$ cat config.mk
export PLATFORM = sky130hd
export DESIGN_NAME = spi_master_tx
export DESIGN_NICKNAME = d
export VERILOG_FILES = /design/src/rtl/spi_master_tx.sv
export SDC_FILE = /design/constraint.sdc
export NUM_CORES = 1
export LEC_CHECK = 0
export CORE_ASPECT_RATIO = 0.7
export CORE_MARGIN = 8
export CORE_UTILIZATION = 45
export CTS_BUF_LIST = sky130_fd_sc_hd__clkbuf_8
export DETAILED_ROUTE_END_ITERATION = 8
export PLACE_DENSITY = 0.68
export SLEW_MARGIN = 20
export SYNTH_ARGS = -nofsm -noshare
export SYNTH_HDL_FRONTEND = slang
export SYNTH_SLANG_ARGS = --single-unit
$ cat constraint.sdc
create_clock -name i_clk -period 4.32 [get_ports i_clk]
set_input_delay 0.864 -clock i_clk [delete_from_list [all_inputs] [get_ports i_clk]]
set_output_delay 0.864 -clock i_clk [all_outputs]
set_load 0.03 [all_outputs]
$ cat src/rtl/spi_master_tx.sv
// SPI mode-0 master transmitter: serialises host bytes MSB first onto sck/cs/mosi.
// Latency: cs falls the cycle after accept; 17*HALF_PERIOD+1 cycles per byte inside a frame.
// Backpressure: tx_ready only in IDLE/NEXT; NEXT stalls indefinitely with cs low, sck low.
// Optional build macro: SPI_MASTER_CS_PER_BYTE_EN (every byte closes its own cs frame).
module spi_master_tx #(
  parameter int HALF_PERIOD = 4,
  parameter int CS_HOLD     = 8,
  parameter int CS_IDLE     = 4
) (
  input  logic       i_clk,
  input  logic       i_reset,
  input  logic [7:0] i_tx_data,
  input  logic       i_tx_valid,
  input  logic       i_tx_last,
  output logic       o_tx_ready,
  output logic       o_busy,
  output logic       o_done,
  output logic       o_sck,
  output logic       o_cs,
  output logic       o_mosi
);

  localparam int MAX_A   = (HALF_PERIOD > CS_HOLD) ? HALF_PERIOD : CS_HOLD;
  localparam int MAX_CNT = (MAX_A > CS_IDLE) ? MAX_A : CS_IDLE;
  localparam int PW      = (MAX_CNT > 1) ? $clog2(MAX_CNT) : 1;

  localparam logic [PW-1:0] HP_END   = PW'(HALF_PERIOD - 1);
  localparam logic [PW-1:0] HOLD_END = PW'(CS_HOLD - 1);
  localparam logic [PW-1:0] IDLE_END = PW'(CS_IDLE - 1);

  typedef enum logic [2:0] {
    S_IDLE,
    S_LOW,
    S_HIGH,
    S_TAIL,
    S_NEXT,
    S_HOLD,
    S_GAP
  } state_t;

  state_t          r_state;
  logic [PW-1:0]   r_phase;
  logic [3:0]      r_bit_cnt;
  logic [6:0]      r_shift;    // bits still to be sent after the one on mosi
  logic            r_last;
  logic            r_sck;
  logic            r_cs;
  logic            r_mosi;
  logic            r_busy;
  logic            r_done;

  logic            w_accept;
  logic            w_last_in;

`ifdef SPI_MASTER_CS_PER_BYTE_EN
  // Every byte closes its frame; the host flag has no effect.
  assign w_last_in = i_tx_last | 1'b1;
`else
  assign w_last_in = i_tx_last;
`endif

  // Ready is a decode of the waiting states, forced low while reset is asserted.
  assign o_tx_ready = ((r_state == S_IDLE) || (r_state == S_NEXT)) && i_reset;
  assign w_accept   = o_tx_ready & i_tx_valid;

  assign o_sck  = r_sck;
  assign o_cs   = r_cs;
  assign o_mosi = r_mosi;
  assign o_busy = r_busy;
  assign o_done = r_done;

  // Frame/bit sequencer with all serial outputs registered alongside the state.
  always_ff @(posedge i_clk) begin
    if (!i_reset) begin
      r_state   <= S_IDLE;
      r_phase   <= '0;
      r_bit_cnt <= 4'd0;
      r_shift   <= 7'd0;
      r_last    <= 1'b0;
      r_sck     <= 1'b0;
      r_cs      <= 1'b1;
      r_mosi    <= 1'b0;
      r_busy    <= 1'b0;
      r_done    <= 1'b0;
    end else begin
      r_done <= 1'b0;
      case (r_state)
        S_IDLE, S_NEXT: begin
          if (w_accept) begin
            r_shift   <= i_tx_data[6:0];
            r_mosi    <= i_tx_data[7];
            r_last    <= w_last_in;
            r_cs      <= 1'b0;
            r_sck     <= 1'b0;
            r_phase   <= '0;
            r_bit_cnt <= 4'd0;
            r_busy    <= 1'b1;
            r_state   <= S_LOW;
          end
        end
        S_LOW: begin
          if (r_phase == HP_END) begin
            r_phase <= '0;
            r_sck   <= 1'b1;
            r_state <= S_HIGH;
          end else begin
            r_phase <= r_phase + 1'b1;
          end
        end
        S_HIGH: begin
          if (r_phase == HP_END) begin
            r_phase <= '0;
            r_sck   <= 1'b0;
            if (r_bit_cnt == 4'd7) begin
              r_bit_cnt <= 4'd8;
              r_state   <= S_TAIL;
            end else begin
              // mosi moves with the falling edge so it is stable around each rise
              r_bit_cnt <= r_bit_cnt + 4'd1;
              r_mosi    <= r_shift[6];
              r_shift   <= {r_shift[5:0], 1'b0};
              r_state   <= S_LOW;
            end
          end else begin
            r_phase <= r_phase + 1'b1;
          end
        end
        S_TAIL: begin
          if (r_phase == HP_END) begin
            r_phase <= '0;
            r_state <= r_last ? S_HOLD : S_NEXT;
          end else begin
            r_phase <= r_phase + 1'b1;
          end
        end
        S_HOLD: begin
          if (r_phase == HOLD_END) begin
            r_phase <= '0;
            r_cs    <= 1'b1;
            r_state <= S_GAP;
          end else begin
            r_phase <= r_phase + 1'b1;
          end
        end
        S_GAP: begin
          if (r_phase == IDLE_END) begin
            r_phase <= '0;
            r_busy  <= 1'b0;
            r_done  <= 1'b1;
            r_state <= S_IDLE;
          end else begin
            r_phase <= r_phase + 1'b1;
          end
        end
        default: begin
          r_state <= S_IDLE;
          r_sck   <= 1'b0;
          r_cs    <= 1'b1;
          r_busy  <= 1'b0;
        end
      endcase
    end
  end

endmodule
# Yosys cells after proc, flatten, opt, wreduce, memory -nomap -nowiden
# Index checks and enable logic that the tools add are counted.
# Widths: inputs -> output; s select.
dict set report op_classes {
  add_sub_neg 2
  n_eq_ne 16
  muxes 34
  n_bitwise 4
  n_reduce_logical 18
}
# cell n
set ops {}
lappend ops {{$mux 3} 9}
lappend ops {{$mux 7} 3}
lappend ops {{$pmux 3 s6} 1}
lappend ops {{$ne 2x2->1 const B} 7}
lappend ops {{$pmux 7 s2} 1}
lappend ops {{$eq 3x3->1 const B} 4}
lappend ops {{$mux 4} 3}
lappend ops {{$mux 1} 10}
lappend ops {{$eq 3x2->1 const B} 3}
lappend ops {{$pmux 3 s3} 1}
lappend ops {{$reduce_and 3->1} 3}
lappend ops {{$pmux 4 s2} 1}
lappend ops {{$reduce_and 4->1} 2}
lappend ops {{$reduce_or 4->1} 2}
lappend ops {{$pmux 1 s3} 2}
lappend ops {{$reduce_and 2->1} 3}
lappend ops {{$reduce_and 6->1} 1}
lappend ops {{$add 4x1->4 const B} 1}
lappend ops {{$eq 4x3->1 const B} 1}
lappend ops {{$pmux 1 s4} 1}
lappend ops {{$add 3x1->3 const B} 1}
lappend ops {{$eq 3x1->1 const B} 1}
lappend ops {{$logic_not 3->1} 1}
lappend ops {{$not 1->1} 3}
lappend ops {{9 further kinds} 9}
dict set report totals {
  ff_bits 23
  input_bits 12
  output_inout_bits 6
  elab_cells 84
}

# Logic depth before layout (Yosys ltp)
# Gate-level depths: netlist (run 1).
dict set report depth {
  word_depth 6
  depth_mapped 7
  ltp_nobuf 6
}

# Worst setup path before layout (run 1)
# OpenSTA, ideal clock, no wires.
dict set report synth_path {
  kind {in2out}
  startpoint {input port i_reset}
  endpoint {output port o_tx_ready}
  arrival_ns 1.776
  t_required_ns 3.456
  path_slack_ns 1.680
  cell_stages 3
  n_path_buf 1
  cell_sequence {inv_1 clkbuf_1 nor3_1}
}
dict set report synth_between {
  elab_chain_cells 1
}
# element line_no
set synth_rtl {}
lappend synth_rtl {{start: declaration} 11} ;# input logic i_reset,
lappend synth_rtl {{$logic_and 1x1->1} 63} ;# assign o_tx_ready = ((r_state == S_IDLE) || (r_state == S_NEXT)) && i_reset;
lappend synth_rtl {{end: declaration} 15} ;# output logic o_tx_ready,
# No other way between the ends.

# Final worst setup path (run 1)
# Ends and elaborated chain as after synthesis.

==> flow_summary.yaml, run 1 <==
placed_design:
  gp_congestion: 0.818
  place_inst: 201
  dp_slack_ps: 991
  port_buffers: 17
  detailed_place_hpwl_um: 1950
setup_path:
  cp-end-kind: "primary output"
  cp_slowest_cell: "clkdlybuf4s50_1"
  cp-start-kind: "input port"
  worst-endpoint-arrival_ps: 2440
  crit_chain: "clkdlybuf4s50_1 -> inv_1 -> nor3_1 -> clkdlybuf4s50_1"
  crit_fanout: 14
  r2r_end: "r_shift[2]"
  required_ps: 3460
  cp-endpoint: "o_tx_ready"
  reg2reg_depth: 6
  critical_path_class: "in2out"
  regToRegStartpoint: "r_phase[0]"
  cpPeakStageDelay_ps: 710
  crit_top_cell: "clkdlybuf4s50_1"
  ff2ff_setup_slack_ps: 2130
  startpoint: "i_reset"
cts:
  clk_latency_ps: 260
  holdBufCountCts: 0
  cts_made_buffers: 3
  cts_root_buf: "clkbuf_8"
  clkSinkCount: 23
  cts_setup_buffers: 0
  cts-resized-gates: 0
  path_clk_slew_ps: 90
  cts_buffer_depth: 2
  cts_tree: "done"
  cts_max_level: 1
layout:
  nFillCells: 267
  multi_input_area_um2: 711
  syn_to_final_growth_pct: 17.1
  num_antenna_cells: 0
  drive_gt1_share_pct: 6.51
  nets: 187
  seq_area_um2: 460
  final_cells: 205
timing:
  worst_pin_slew_ps: 674
  fin_crit_sh_pct: 76.4
  tns_ps: 0
  finalMaxSlewViolations: 0
  setup_viol: 0
  relSlewSlack_pct: 54.9
  finClkSkew_ps: 5.65
  finalHoldViolations: 0
  setup_ws_ps: 1020
  rsz0062_at_grt: "no"
  clock.fmax_mhz: 303
  post-route-min-period_ps: 3300
  whs_ps: 469
yosys:
  synthXorXnorAreaFrac_pct: 0
  ys_types: 40
  synthMuxAreaShare_pct: 2.60
  ys_warn_count: 0
  synth_top_family_by_area: "simple AND/OR/NAND/NOR gates"
  synth_compound_area_share_pct: 22.8
  synthesis.nets: 174
  syn_avg_cell_area_um2: 7.98
  syn_inst: 157
  synth_fa_ha_area_share_pct: 5.00
  ys_seq_area_share_pct: 36.8
  yosysTopAreaCell: "dfxtp_1"
  yosys.area.top_type_share_pct: 36.8
  mappedNetlistArea_um2: 1250
  synth_area_leaders: "dfxtp_1 37%, nand2_1 7.5%, nor2_1 6.0%"
  synth_simple_gate_area_share_pct: 26.4
  ys_ff_latch: 23
routing:
  post_drt_wl_per_cell_um: 13.3
  wl_um: 2730
  drt_iter0_drc: 88
  drt_pre_antenna_iters: 4
  drc: 0
  vias: 1155
  vias_per_cell: 5.63
  postRouteAntennaNets: 0
global_routing:
  antenna_found_initial: 0
  grt-ovfl-total: 0
  track_usage_pct: 11.8
  grt_pass1_vias: 948
  grt_pass1_wl_um: 4520
  grt_start_max_net_pins: 21
floorplan:
  placementRows: 16
  start_util_pct: 46.0
  die_y_um: 60.1
  fp.dieW_um: 79.1
  io_pins: 18
  core_um2: 2720
  die_area_um2: 4750
pwr:
  vdd_drop_max_v: 0.000155
  power.density_nw_per_um2: 299
  leakage_nw: 0.562
min_path:
  hold_class: "reg2reg"
run:
  cap_violations: 0
outcome:
  status: "finished, final reports clean"
## cells in the mapped netlist
library cell	number
clkbuf_1	6
o22a_1	1
o21bai_1	1
a21oi_1	9
a21boi_1	1
a21o_1	1
a31oi_1	2
a222oi_1	1
o211ai_1	2
and4_1	1
and3b_1	1
buf_6	2
a22oi_2	1
o21ai_1	3
buf_2	2
nand4bb_2	1
o21ai_0	7
o21a_1	1
o2bb2ai_1	1
nand2_1	25
nor3b_2	1
ha_1	5
or4_1	1
nand4bb_1	1
a32o_1	1
nand2b_1	2
a311oi_1	7
inv_1	7
nor3_1	3
o22ai_1	1
a211oi_1	1
and2_1	5
nor2_1	20
dfxtp_1	23
or3b_2	1
a21boi_0	1
mux2_2	2
or3b_1	1
nand3_1	4
mux2i_1	1
## cell families (layout without fill, tap and decap cells)
group,Yosys count,count (layout)
AO/OA/AOI/OAI,42,42
buffers and inverters,17,29
multiplexers,3,3
AND/OR/NAND/NOR,67,67
adder cells (fa/ha/maj),5,5
flip-flops,23,23
## how the worst min path moves through the flow
| stage | start | to | slack, ps | depth (start not counted) |
|---|---|---|---|---|
| 3_3_place_gp | r_last | r_last | 450 | 2 |
| 2_1_floorplan | r_phase[1] | r_phase[1] | 440 | 2 |
| 3_5_place_dp | r_last | r_last | 470 | 2 |
| 5_1_grt | r_shift[3] | r_shift[4] | 490 | 2 |
| 4_1_cts | r_last | r_last | 480 | 2 |
| 6_report | r_last | r_last | 470 | 2 |
## where the power goes
part	internal [mW]	switching, mW	total [mW]
sequential	0.223	0.0108	0.233
combinational	0.0334	0.0375	0.0709
clock	0.0644	0.0698	0.134
## critical path: cells and delay by family
kind | cells | cell delay, ps
and+or+nand+nor | 1 | 190
buffers and inverters | 3 | 1380
## state kept, by name (all words and copies together), names as in the netlist
signal / count
o_busy: 1
o_cs: 1
o_done: 1
o_mosi: 1
o_sck: 1
r_bit_cnt: 4
r_last: 1
r_phase: 3
r_shift: 7
r_state: 3
## metrics by stage
| stage | cell area [um^2] | total power, mW | util (%) |
|---|---|---|---|
| floorplan | 1250 | 0.285 | - |
| global placement | 1420 | 0.307 | 52.2 |
| detailed placement | 1420 | 0.309 | 52.2 |
| CTS | 1470 | 0.443 | 53.9 |
| global route | 1470 | 0.461 | 53.9 |
| finish | 1470 | 0.438 | 53.9 |
## cell type report
class	count	area share (%)
Inverter	7	1.79
Multi-Input combinational cell	117	48.5
Clock buffer	3	2.82
Timing Repair Buffer	18	12.1
Clock inverter	1	0.341
Sequential cell	23	31.4
Tap cell	36	3.07
## layout by cell type (no fill, tap or decap), types with 2 or more instances in the layout
cell type,n
clkdlybuf4s50_1,17
nand2_1,25
nor2_1,20
o211ai_1,2
o21ai_0,7
a311oi_1,7
dfxtp_1,23
nand3_1,4
ha_1,5
clkbuf_8,3
nor3_1,3
o21ai_1,3
a21oi_1,9
nand2b_1,2
inv_1,7
a31oi_1,2
and2_1,5
mux2_2,2
## metal layers
layer	track usage (%)	part of all wire (%)	vias to the layer above
met5	0	0	-
met4	1.57	0.48	0
met3	3.60	4.4	2
met2	18.1	45	23
met1	16.0	50	551
li1	-	-	579
Power figures use the tool's default switching activity.
==> run 2, diff against run 1 <==
==> constraint.sdc (replaced) <==
create_clock -name i_clk -period 3.1 [get_ports i_clk]
set_input_delay 0.62 -clock i_clk [delete_from_list [all_inputs] [get_ports i_clk]]
set_output_delay 0.62 -clock i_clk [all_outputs]
set_load 0.03 [all_outputs]
==> run 2 against run 1 <==
- cell count rose by 0.49%
- design area rose by 0.34%
- clock skew fell by 3.3 ps
- hold slack got worse by 6.9 ps
- via count fell by 3.6%
- first-iteration DRC count did not move
- count of clock-buffer cells in the layout did not move
- total power rose by 39%
- combinational power rose by 39%
- largest power group unchanged
- sequential share of layout area fell by 0.11 points
- flip-flop and latch count did not move
- setup slack got worse by 250 ps
- critical path type unchanged
==> flow_summary.yaml, run 2 (synthesis results as in run 1) <==
timing:
  clock.fmax_mhz: 429
  whs_ps: 462
  relSlewSlack_pct: 58.5
  fin_crit_sh_pct: 75.2
  rsz0062_at_grt: "no"
  worst_pin_slew_ps: 622
  post-route-min-period_ps: 2330
  finalHoldViolations: 0
  tns_ps: 0
  finClkSkew_ps: 2.38
  setup_viol: 0
  finalMaxSlewViolations: 0
pwr:
  vdd_drop_max_v: 0.000239
  power.density_nw_per_um2: 415
  leakage_nw: 0.568
  p_total_uw: 611
layout:
  nets: 188
  largest_reg_flops: 7
  nFillCells: 272
  layout_common_cells: "25 x nand2_1, 23 x dfxtp_1, 20 x nor2_1, 16 x clkdlybuf4s50_1, 9 x a21oi_1"
  seq_area_um2: 460
  largest_registers: "r_shift: 7 flops, r_bit_cnt: 4 flops"
  num_antenna_cells: 0
  multi_input_area_um2: 711
  drive_gt1_share_pct: 7.65
  largest-register: "r_shift"
  final_common_cell: "nand2_1"
  syn_to_final_growth_pct: 17.5
setup_path:
  regToRegStartpoint: "r_phase[0]"
  r2r_end: "r_bit_cnt[3]"
  required_ps: 2480
  cp-end-kind: "primary output"
  worst-endpoint-arrival_ps: 1710
  ff2ff_setup_slack_ps: 910
  crit_fanout: 14
  cp-start-kind: "input port"
  reg2reg_depth: 6
  critical_path_class: "in2out"
global_routing:
  grt_pass1_wl_um: 4570
  antenna_found_initial: 0
  grt-ovfl-total: 0
  grt_start_max_net_pins: 21
  track_usage_pct: 12.1
  grt_pass1_vias: 980
cts:
  holdBufCountCts: 0
  cts-resized-gates: 0
  clkSinkCount: 23
  cts_tree: "done"
  cts_buffer_depth: 2
  cts_max_level: 1
  path_clk_slew_ps: 80
  cts_root_buf: "clkbuf_8"
  clk_latency_ps: 260
  cts_made_buffers: 3
  cts_setup_buffers: 0
routing:
  drt_iter0_drc: 88
  wl_um: 2780
  post_drt_wl_per_cell_um: 13.5
  drc: 0
  drt_pre_antenna_iters: 4
  vias: 1113
  postRouteAntennaNets: 0
  vias_per_cell: 5.40
floorplan:
  core_um2: 2720
  placementRows: 16
  io_pins: 18
  start_util_pct: 46.0
  die_y_um: 60.1
  die_area_um2: 4750
  fp.dieW_um: 79.1
placed_design:
  detailed_place_hpwl_um: 2060
  port_buffers: 17
  gp_congestion: 0.802
min_path:
  hold_path_depth: 2
  hp-start: "r_phase[1]"
  hold_class: "reg2reg"
  worstHoldEndpoint: "r_phase[1]"
outcome:
  status: "finished, final reports clean"
run:
  cap_violations: 0
-- run 2: cell count changes in the layout (fill, tap and decap cells not counted) --
cell / change
buf_4: +2
clkdlybuf4s50_1: -1
-- run 2: cell type report --
type | instances | share of cell area [%]
Multi-Input combinational cell | 117 | 48.3
Sequential cell | 23 | 31.3
Timing Repair Buffer | 19 | 12.4
Tap cell | 36 | 3.06
Clock buffer | 3 | 2.81
Inverter | 7 | 1.79
Clock inverter | 1 | 0.340
-- run 2: worst max-delay path by stage --
stage                 start      endpoint  slack [ps]  depth (start not counted)
finish              i_reset    o_tx_ready         770                          4
floorplan           i_reset    o_tx_ready         950                          3
CTS                 i_reset    o_tx_ready         750                          4
global route        i_reset    o_tx_ready         690                          4
detailed placement  i_reset    r_shift[6]         650                          6
global placement    i_reset  r_bit_cnt[3]         700                          6
-- run 2: power by group --
part | internal, mW | switching [mW]
clock | 0.0898 | 0.0972
sequential | 0.310 | 0.0150
combinational | 0.0465 | 0.0522
total | 0.446 | 0.165
-- run 2: stage by stage --
stage          utilization (%)  cell area (um^2)  setup WS [ps]  std cells
2_1_floorplan                -              1250            948        157
3_3_place_gp              52.3              1430            702        202
3_5_place_dp              52.3              1430            649        202
4_1_cts                   54.0              1470            747        206
5_1_grt                   54.0              1470            694        206
6_report                  54.0              1470            770        206
-- run 2: worst max-delay path: stages --
cell	delay (ps)
clkdlybuf4s50_1	490
inv_1	210
nor3_1	200
buf_4	190
-- run 2: metal layers --
layer	vias to the layer above	share of wire [%]	global-route usage (%)
li1	580	-	-
met1	506	49	15.7
met2	27	45	18.7
met3	0	6.7	4.80
met4	0	0	1.84
met5	-	0	0
